<file path="src/rtl/hpdcache_req_arbiter.sv">
// hpdcache_req_arbiter: round-robin N-requester front-end for a single-requester HPDcache port,
// with per-requester outstanding-response limits and SID-based response routing.
// Optional priority class is compiled in when HPDCACHE_ARB_PRIO_EN is defined.
module hpdcache_req_arbiter #(
  parameter int unsigned NREQ    = 4,
  parameter int unsigned REQ_W   = 128,
  parameter int unsigned RSP_W   = 64,
  parameter int unsigned SID_W   = 3,
  parameter int unsigned MAX_OUT = 4
) (
  input  logic                  clk_i,
  input  logic                  rst_i,
  input  logic [NREQ-1:0]       req_valid_i,
  output logic [NREQ-1:0]       req_ready_o,
  input  logic [NREQ*REQ_W-1:0] req_data_i,
  input  logic [NREQ-1:0]       req_need_rsp_i,
`ifdef HPDCACHE_ARB_PRIO_EN
  input  logic [NREQ-1:0]       req_prio_i,
`endif
  output logic                  c_req_valid_o,
  input  logic                  c_req_ready_i,
  output logic [REQ_W-1:0]      c_req_data_o,
  output logic [SID_W-1:0]      c_req_sid_o,
  input  logic                  c_rsp_valid_i,
  input  logic [SID_W-1:0]      c_rsp_sid_i,
  input  logic [RSP_W-1:0]      c_rsp_data_i,
  output logic [NREQ-1:0]       rsp_valid_o,
  output logic [RSP_W-1:0]      rsp_data_o,
  output logic                  err_sid_o
);

  localparam int unsigned PTR_W  = (NREQ > 1) ? $clog2(NREQ) : 1;
  localparam int unsigned CNT_W  = $clog2(MAX_OUT + 1);
  localparam int unsigned SIDX_W = SID_W + 1;

  logic [PTR_W-1:0] ptr_q, ptr_d;
  logic             lock_q, lock_d;
  logic [PTR_W-1:0] lock_idx_q, lock_idx_d;
  logic [CNT_W-1:0] cnt_q [NREQ];
  logic [CNT_W-1:0] cnt_d [NREQ];
  logic             err_q, err_d;
  logic [NREQ-1:0]  rsp_valid_q, rsp_valid_d;
  logic [RSP_W-1:0] rsp_data_q, rsp_data_d;

  logic [NREQ-1:0]  eligible;
  logic [PTR_W-1:0] arb_idx;
  logic [PTR_W-1:0] gnt_idx;
  logic             gnt_valid;
  logic             gnt_prio;
  logic             accept;
  logic             rsp_sid_ok;

`ifdef HPDCACHE_ARB_PRIO_EN
  logic             lock_prio_q, lock_prio_d;
  logic [NREQ-1:0]  prio_elig;
`endif

  // First set bit of mask at or after start, wrapping modulo NREQ.
  function automatic logic [PTR_W-1:0] rr_pick(input logic [NREQ-1:0] mask,
                                               input logic [PTR_W-1:0] start);
    logic [PTR_W-1:0] pick;
    logic             found;
    int unsigned      idx;
    pick  = start;
    found = 1'b0;
    for (int unsigned i = 0; i < NREQ; i++) begin
      idx = (32'(start) + i) % NREQ;
      if (!found && mask[idx]) begin
        pick  = PTR_W'(idx);
        found = 1'b1;
      end
    end
    return pick;
  endfunction

  // Eligibility, arbitration and grant lock.
  always_comb begin
    eligible = '0;
    for (int unsigned k = 0; k < NREQ; k++) begin
      eligible[k] = req_valid_i[k] && (!req_need_rsp_i[k] || (cnt_q[k] < CNT_W'(MAX_OUT)));
    end
`ifdef HPDCACHE_ARB_PRIO_EN
    prio_elig = eligible & req_prio_i;
    arb_idx   = (|prio_elig) ? rr_pick(prio_elig, ptr_q) : rr_pick(eligible, ptr_q);
    gnt_prio  = lock_q ? lock_prio_q : (|prio_elig);
`else
    arb_idx   = rr_pick(eligible, ptr_q);
    gnt_prio  = 1'b0;
`endif
    gnt_idx   = lock_q ? lock_idx_q : arb_idx;
    gnt_valid = lock_q || (|eligible);
    accept    = gnt_valid && c_req_ready_i;
    req_ready_o = '0;
    for (int unsigned k = 0; k < NREQ; k++) begin
      req_ready_o[k] = accept && (gnt_idx == PTR_W'(k));
    end
  end

  assign c_req_valid_o = gnt_valid;
  assign c_req_data_o  = req_data_i[32'(gnt_idx)*REQ_W +: REQ_W];
  assign c_req_sid_o   = SID_W'(gnt_idx);
  assign rsp_sid_ok    = {1'b0, c_rsp_sid_i} < SIDX_W'(NREQ);

  // Next state: pointer, lock, outstanding counters, response stage, error flag.
  always_comb begin
    logic inc;
    logic dec;
    inc         = 1'b0;
    dec         = 1'b0;
    ptr_d       = ptr_q;
    lock_d      = lock_q;
    lock_idx_d  = lock_idx_q;
    err_d       = err_q;
    rsp_valid_d = '0;
    rsp_data_d  = rsp_data_q;
`ifdef HPDCACHE_ARB_PRIO_EN
    lock_prio_d = lock_prio_q;
`endif

    if (accept) begin
      lock_d = 1'b0;
      // Priority grants leave the pointer alone so the low class stays fair.
      if (!gnt_prio) begin
        ptr_d = (gnt_idx == PTR_W'(NREQ - 1)) ? '0 : gnt_idx + PTR_W'(1);
      end
    end else if (gnt_valid && !lock_q) begin
      lock_d     = 1'b1;
      lock_idx_d = gnt_idx;
`ifdef HPDCACHE_ARB_PRIO_EN
      lock_prio_d = gnt_prio;
`endif
    end

    if (c_rsp_valid_i) begin
      if (rsp_sid_ok) begin
        rsp_data_d = c_rsp_data_i;
      end else begin
        err_d = 1'b1;
      end
    end

    for (int unsigned k = 0; k < NREQ; k++) begin
      inc      = accept && req_need_rsp_i[k] && (gnt_idx == PTR_W'(k));
      dec      = c_rsp_valid_i && (c_rsp_sid_i == SID_W'(k));
      cnt_d[k] = cnt_q[k];
      rsp_valid_d[k] = dec;
      if (inc && !dec) begin
        cnt_d[k] = cnt_q[k] + CNT_W'(1);
      end else if (dec && !inc) begin
        if (cnt_q[k] == '0) begin
          err_d = 1'b1;
        end else begin
          cnt_d[k] = cnt_q[k] - CNT_W'(1);
        end
      end
    end
  end

  always_ff @(posedge clk_i) begin
    if (rst_i) begin
      ptr_q       <= '0;
      lock_q      <= 1'b0;
      lock_idx_q  <= '0;
      err_q       <= 1'b0;
      rsp_valid_q <= '0;
      rsp_data_q  <= '0;
      for (int unsigned k = 0; k < NREQ; k++) begin
        cnt_q[k] <= '0;
      end
`ifdef HPDCACHE_ARB_PRIO_EN
      lock_prio_q <= 1'b0;
`endif
    end else begin
      ptr_q       <= ptr_d;
      lock_q      <= lock_d;
      lock_idx_q  <= lock_idx_d;
      err_q       <= err_d;
      rsp_valid_q <= rsp_valid_d;
      rsp_data_q  <= rsp_data_d;
      for (int unsigned k = 0; k < NREQ; k++) begin
        cnt_q[k] <= cnt_d[k];
      end
`ifdef HPDCACHE_ARB_PRIO_EN
      lock_prio_q <= lock_prio_d;
`endif
    end
  end

  assign rsp_valid_o = rsp_valid_q;
  assign rsp_data_o  = rsp_data_q;
  assign err_sid_o   = err_q;

endmodule
</file>
<file path="config.mk">
export PLATFORM = sky130hd
export DESIGN_NAME = hpdcache_req_arbiter
export DESIGN_NICKNAME = d
export VERILOG_FILES = /design/src/rtl/hpdcache_req_arbiter.sv
export SDC_FILE = /design/constraint.sdc
export NUM_CORES = 1
export LEC_CHECK = 0
export ABC_CLOCK_PERIOD_IN_PS = 3310
export CORE_AREA = 2 2 312 314
export CTS_CLUSTER_DIAMETER = 50
export DETAILED_ROUTE_END_ITERATION = 10
export DIE_AREA = 0 0 314 316
export PLACE_DENSITY = 0.37
export SYNTH_ARGS = -nofsm -noshare
export SYNTH_HDL_FRONTEND = slang
export SYNTH_SLANG_ARGS = --single-unit
</file>
<file path="constraint.sdc">
create_clock -name clk_i -period 3.31 [get_ports clk_i]
set_clock_uncertainty 0.1 [all_clocks]
set_input_delay 0.662 -clock clk_i [delete_from_list [all_inputs] [get_ports clk_i]]
set_output_delay 0.662 -clock clk_i [all_outputs]
set_load 0.03 [all_outputs]
</file>
Yosys cells after proc, flatten, opt, wreduce, memory -nomap -nowiden
Memories as Yosys holds them, arrays and structs flattened. Index checks and enable logic that the tools add are counted. W data, S select, Z words.

RAM bits: 12. Bits in latches: 0. Output and inout bits: 205. ROM bits: 0. Memories kept: 1. Register bits after elaboration: 74.

Multipliers: 0. Shift-type cells: 1. Multiplexer cells: 49. Div/mod/pow operators: 0. Order comparisons: 9. Equal/unequal tests: 6. Reductions and logical operators: 64. Bitwise gates (word level): 5. Add/subtract/negate cells: 12.

Memories: cnt_q (depth 4, width 3, rd ports 4, clocked after Yosys merged registers in 0, wr ports 4, line 39) `logic [CNT_W-1:0] cnt_q [NREQ];`.

Operators with widths (count): $shiftx A512 B10 Y128 (1); $mux W3 (16); $logic_and A1 B1 Y1 (33); $mux W1 (24); $logic_not A1 Y1 (16); $logic_not A3 Y1 (5); $lt A3 B3 Y1 const B (5); $add A3 B1 Y3 const B (4); $lt A2 B3 Y1 const B (4); $sub A3 B1 Y3 const B (4); $mux W2 (5); $bmux W1 S2 (4); $eq A3 B2 Y1 const B (2); $logic_or A1 B1 Y1 (5); $add A2 B1 Y2 const B (2); $add A2 B2 Y2 const B (2); $eq A2 B2 Y1 const B (2); $or A1 B1 Y1 (4); $reduce_and A2 Y1 (2); $reduce_or A4 Y1 (1); $eq A3 B1 Y1 const B (1); $eq A2 B1 Y1 const B (1); $logic_not A2 Y1 (1); $reduce_or A2 Y1 (1); $not A1 Y1 (1).

Logic depth before layout (Yosys ltp)
Gate-level depths: netlist of run 1. An unclocked memory read counts as a cell.

Word-level depth: 32. Gate-level depth with buffers: 16. Mapped depth without buffers: 14.

Least setup slack after synthesis of run 1
Ideal clock, no wire load.

Path kind: input to register. Start: in req_valid_i[1]. End: mem cnt_q[2][2] in the netlist's numbering. Data required time: 3.082 ns. Stages: 15. Setup time: 0.128 ns. Setup slack: -0.243 ns. Arrival time: 3.325 ns. Cell sequence: a21boi_4 -> a22oi_1 -> o221ai_1 -> a221o_1 -> inv_2 -> buf_2 -> ha_1 -> and3_1 -> ha_1 -> inv_1 -> fa_1 -> xnor2_1 -> nand2_1 -> xor2_1 -> nor2_1.

RTL lines: start: declaration (line 13) `input logic [NREQ-1:0] req_valid_i,`; end: declaration (line 39).

Worst setup path in the final report of run 1
Start: in req_need_rsp_i[0]. End: out c_req_data_o[96].

Cells in the longest elaborated chain, start to end: 17. Elaborated cells between the ends (all ways): 25.

Ends and longest elaborated chain: start: declaration (line 16) `input logic [NREQ-1:0] req_need_rsp_i,`; $logic_not A1 Y1 * (line 80) `eligible[k] = req_valid_i[k] && (!req_need_rsp_i[k] || (cnt_q[k] < CNT_W'(MAX_OUT)));`; $logic_or A1 B1 Y1 * (line 80); $logic_and A1 B1 Y1 * (line 80); $bmux W1 S2 (line 68) `if (!found && mask[idx]) begin`; $mux W1 (not written as such) (line 68); $mux W1 (line 68); $logic_not A1 Y1 (line 68); $logic_and A1 B1 Y1 (line 68); $mux W1 (line 68); $logic_not A1 Y1 (line 68); $logic_and A1 B1 Y1 (line 68); $mux W1 (line 68); $logic_not A1 Y1 (line 68); $logic_and A1 B1 Y1 (line 68); $mux W2 * (line 68); $mux W2 * (line 90) `gnt_idx = lock_q ? lock_idx_q : arb_idx;`; $shiftx A512 B10 Y128 * (line 100) `assign c_req_data_o = req_data_i[32'(gnt_idx)*REQ_W +: REQ_W];`; end: declaration (line 22) `output logic [REQ_W-1:0] c_req_data_o,`.

Mark *: on every way between the ends. The rest lies on a longest branch, timed or not. The select of a mux whose other input is x is not followed.

==> results of run 1 <==
==> what timing repair did <==
action,in CTS,in global routing
endpoints found under the hold margin,0,0
gates resized for setup,285,51
pin swaps,17,4
cloned,10,0
endpoints found under the setup margin,148,142
setup buffers,39,10
==> area by class of cell <==
type                            count  area [sq um]  share of cell area (%)
Sequential cell                    86          1730                    8.15
Tap cell                         1276          1600                    7.53
Clock buffer                        9           225                    1.06
Multi-Input combinational cell    706          6650                    31.4
Clock inverter                      7          56.3                   0.266
Antenna cell                        8          20.0                  0.0944
Timing Repair inverter              1          20.0                  0.0944
Inverter                           18           120                   0.566
Timing Repair Buffer              995         10800                    50.9
==> state kept, by name, summed over array words and instances (netlist names) <==
name         flops
err_sid_o        1
lock_q           1
lock_idx_q       2
ptr_q            2
rsp_valid_o      4
cnt_q           12
rsp_data_o      64
==> per-stage QoR <==
stage	total power, mW	setup slack, ns	std cells	hold slack (ns)
3_3_place_gp	6.25	-0.954	3031	0.342
4_1_cts	8.23	-0.365	3092	0.357
3_5_place_dp	6.22	-0.940	3031	0.347
5_1_grt	8.59	-0.398	3099	0.370
2_1_floorplan	3.32	-0.00740	879	0.337
6_report	8.21	-0.349	3106	0.353
==> critical path: cells and delay by family <==
kind | cells | cell delay (ns)
AOI/OAI and AO/OA | 3 | 0.70
muxes | 2 | 0.29
buffers and inverters | 8 | 1.18
==> synth_stat cells, types with 6 or more instances <==
master / number
sky130_fd_sc_hd__buf_1: 6
sky130_fd_sc_hd__ha_1: 12
sky130_fd_sc_hd__inv_1: 16
sky130_fd_sc_hd__a21oi_1: 76
sky130_fd_sc_hd__nor2_1: 27
sky130_fd_sc_hd__nor3_1: 6
sky130_fd_sc_hd__clkbuf_1: 19
sky130_fd_sc_hd__mux2i_1: 387
sky130_fd_sc_hd__nand2_1: 146
sky130_fd_sc_hd__dfxtp_1: 86
sky130_fd_sc_hd__buf_6: 38
==> worst max-delay path by stage <==
stage | endpoint | slack, ns
after floorplan | cnt_q[2][2]$_SDFFE_PP0P_ | -0.007
after global placement | c_req_data_o[97] | -0.95
after detailed placement | c_req_data_o[94] | -0.94
after CTS | c_req_data_o[96] | -0.37
after global routing | c_req_data_o[96] | -0.40
final | c_req_data_o[96] | -0.35
==> report_power, final <==
group          internal, mW  switching, mW
logic                  3.27           2.81
registers              1.08         0.0325
clock network         0.519          0.495
total                  4.87           3.34
==> per-layer routing <==
layer	global-route usage, %	vias to the layer above	part of all wire (%)
li1	-	5006	-
met1	22.6	5104	43
met2	29.0	557	48
met3	5.46	115	8.5
met4	1.16	26	0.87
met5	0	-	0.18
==> kinds of logic (layout without fill, tap and decap cells) <==
kind of cell,count (synthesis),after routing
AO/OA/AOI/OAI,94,94
XOR/XNOR,8,8
adder cells (fa/ha/maj),16,16
buffers and inverters,87,1030
flip-flops,86,86
multiplexers,387,387
other,1,9
AND/OR/NAND/NOR,200,200
==> reports/results.md, run 1 <==
| Item | Value |
|---|---|
| First-pass GRT wire length | 112000 microns |
| Hold/Removal Path Class | reg2reg |
| Clock root buffer | sky130_fd_sc_hd__clkbuf_16 |
| Register area share after synthesis | 21.9% |
| Combinational family with the most area after synthesis | multiplexers |
| Final core utilization | 22.1% |
| Slew headroom | 53.2% |
| Final worst setup slack | -0.349 ns |
| Effective utilization at floorplan | 8.20% |
| Die area | 99200 sq um |
| Final net count | 2424 |
| Startpoint of the worst-slack reg-to-reg timing path | cnt_q[0][2]$_SDFFE_PP0P_ |
| Final setup fails | 136 |
| Mapped Nets | 1486 |
| Maximum single-stage delay on the critical path | 0.35 ns |
| Worst vdd rail ir drop | 0.270 mV |
| Die boundary height | 316 microns |
| Post-Synth Simple-Gate Area | 10.3% |
| Final worst path period share | 111% |
| XOR/XNOR share of the synthesized area | 0.890% |
| WP data required | 2.55 ns |
| Mapped Cells | 879 |
| Hold EP | rsp_data_o[1]$_SDFFE_PP0P_ |
| Layout area overhead | 169% |
| Remaining number of nets flagged by the antenna check after routing | 0 |
| Final setup TNS | -29.04 ns |
| Worst Path Arrival | 2.90 ns |
| Initial drt markers | 458 |
| Fmax | 273 MHz |
| Register-to-Register Path Depth | 18 |
| Post-Layout Inst Area | 21200 sq um |
| Largest net degree at the start of global routing | 65 |
| Startpoint of the lowest-slack hold path | rsp_data_o[1]$_SDFFE_PP0P_ |
| Share of synthesized registers carrying an async set or reset | 0% |
| Register clock-pin slew on the reported worst setup and hold paths | 0.07 ns |
| Cell Area, Placed | 18700 sq um |
| Fillers | 10400 |
| Most common cell after layout, fill and taps aside | sky130_fd_sc_hd__clkdlybuf4s50_1 |
| Total routed wirelength | 90100 microns |
| Arithmetic-cell share of the synthesized area counting full adders, half adders and majority gates | 2.92% |
| RR Endpoint | cnt_q[2][2]$_SDFFE_PP0P_ |
| Clock insertion delay at the later pin of the skew report | 0.36 ns |
| Number of H-tree levels | 3 |
| Num ports | 796 |
| Total CTS buffers | 9 |
| Detailed-route via count | 10800 |
| TritonCTS clock tree | built |
| Violated checks | negative setup slack |
| Leakage power summed over all cells | 7.97 nW |
| Distinct cell type count of the synthesized netlist | 41 |
| Capturing element type of the critical path | output pin |
| Most used cell along the critical path | sky130_fd_sc_hd__buf_12 |
| Final Max Tran Viols | 0 |
| Outcome | finished, violations left |
| Number of synthesis warnings | 0 |
| Number of flops mapped to enable cells by yosys | 0 |
| Total power divided by cell area | 387 nW/um^2 |
| Final critical delay including setup and external delays | 3.66 ns |
| Transition time at the pin with the least slew margin | 0.702 ns |
| Post-DR wirelength/cell | 29.0 microns |
| Fraction of final layout cells sized beyond drive strength 1 | 27.4% |
| Antenna violations before repair | 84 |
| Area contributors post-synth | sky130_fd_sc_hd__mux2i_1, sky130_fd_sc_hd__dfxtp_1, sky130_fd_sc_hd__nand2_1, sky130_fd_sc_hd__buf_6, sky130_fd_sc_hd__a21oi_1 |
| Global router's overall resource usage | 17.3% |
| Cell count of the worst hold path | 2 |
| Crit path kind | in2out |
| Sum of net half-perimeters after detailed placement | 79200 microns |
| Area fraction in compound gates after synthesis | 6.91% |
| Primary FF master, synth | sky130_fd_sc_hd__dfxtp_1 |
| Area of the core | 96000 sq um |
| Share of the synthesized area in the top cell type | 49.2% |
| Clock sinks | 86 |
| Average instance area after synthesis | 8.96 sq um |
| Clock Tree Buf Depth | 2 |
| Detailed-route DRC error count | 0 |
| Area of the mapped netlist | 7880 sq um |
| Startpoint of the most critical setup path | req_need_rsp_i[0] |
| Maximum fanout count along the critical path | 8 |
| Number of global-route vias before repair | 11100 |
| Synth Register Bits | 86 |
| Cell accounting for the most synthesized area | sky130_fd_sc_hd__mux2i_1 |
| Row Count | 114 |
| Avg Vias per Cell | 3.48 |
| Unrepaired setup endpoints after global routing | yes |
| Hold-fix buffers at CTS | 0 |
| Most frequent cells in the layout | sky130_fd_sc_hd__clkdlybuf4s50_1, sky130_fd_sc_hd__mux2i_1, sky130_fd_sc_hd__buf_4 |
| Share of cell area taken by muxes after synthesis | 49.2% |
| Critical-path cell list | buf_8, a21bo_4, buf_6, mux2i_1, o2bb2ai_1, a221o_1, bufinv_16, buf_12, buf_16, buf_12, mux2i_1, buf_4, buf_12 |
| Cell with the largest stage delay on the worst path | sky130_fd_sc_hd__a221o_1 |
| Setup slack, reg-to-reg | -0.19 ns |
| Max-Cap Viols | 0 |
| Critical path startpoint category | primary input |
| Die extent in x | 314 microns |
| Number of buffer cells added on primary ports | 794 |
| 1st-pass router iterations | 5 |
| Final hold violation count | 0 |
| Routability Congestion | 0.856 |
| GR Overflow Total | 0 |
Note: power is estimated with default switching activity, not from simulation.
==> inputs of run 2 (changes only) <==
- ABC_AREA: default -> 0
==> results of run 2 <==
Final layout, timing and power as in run 1 (identical DEF).
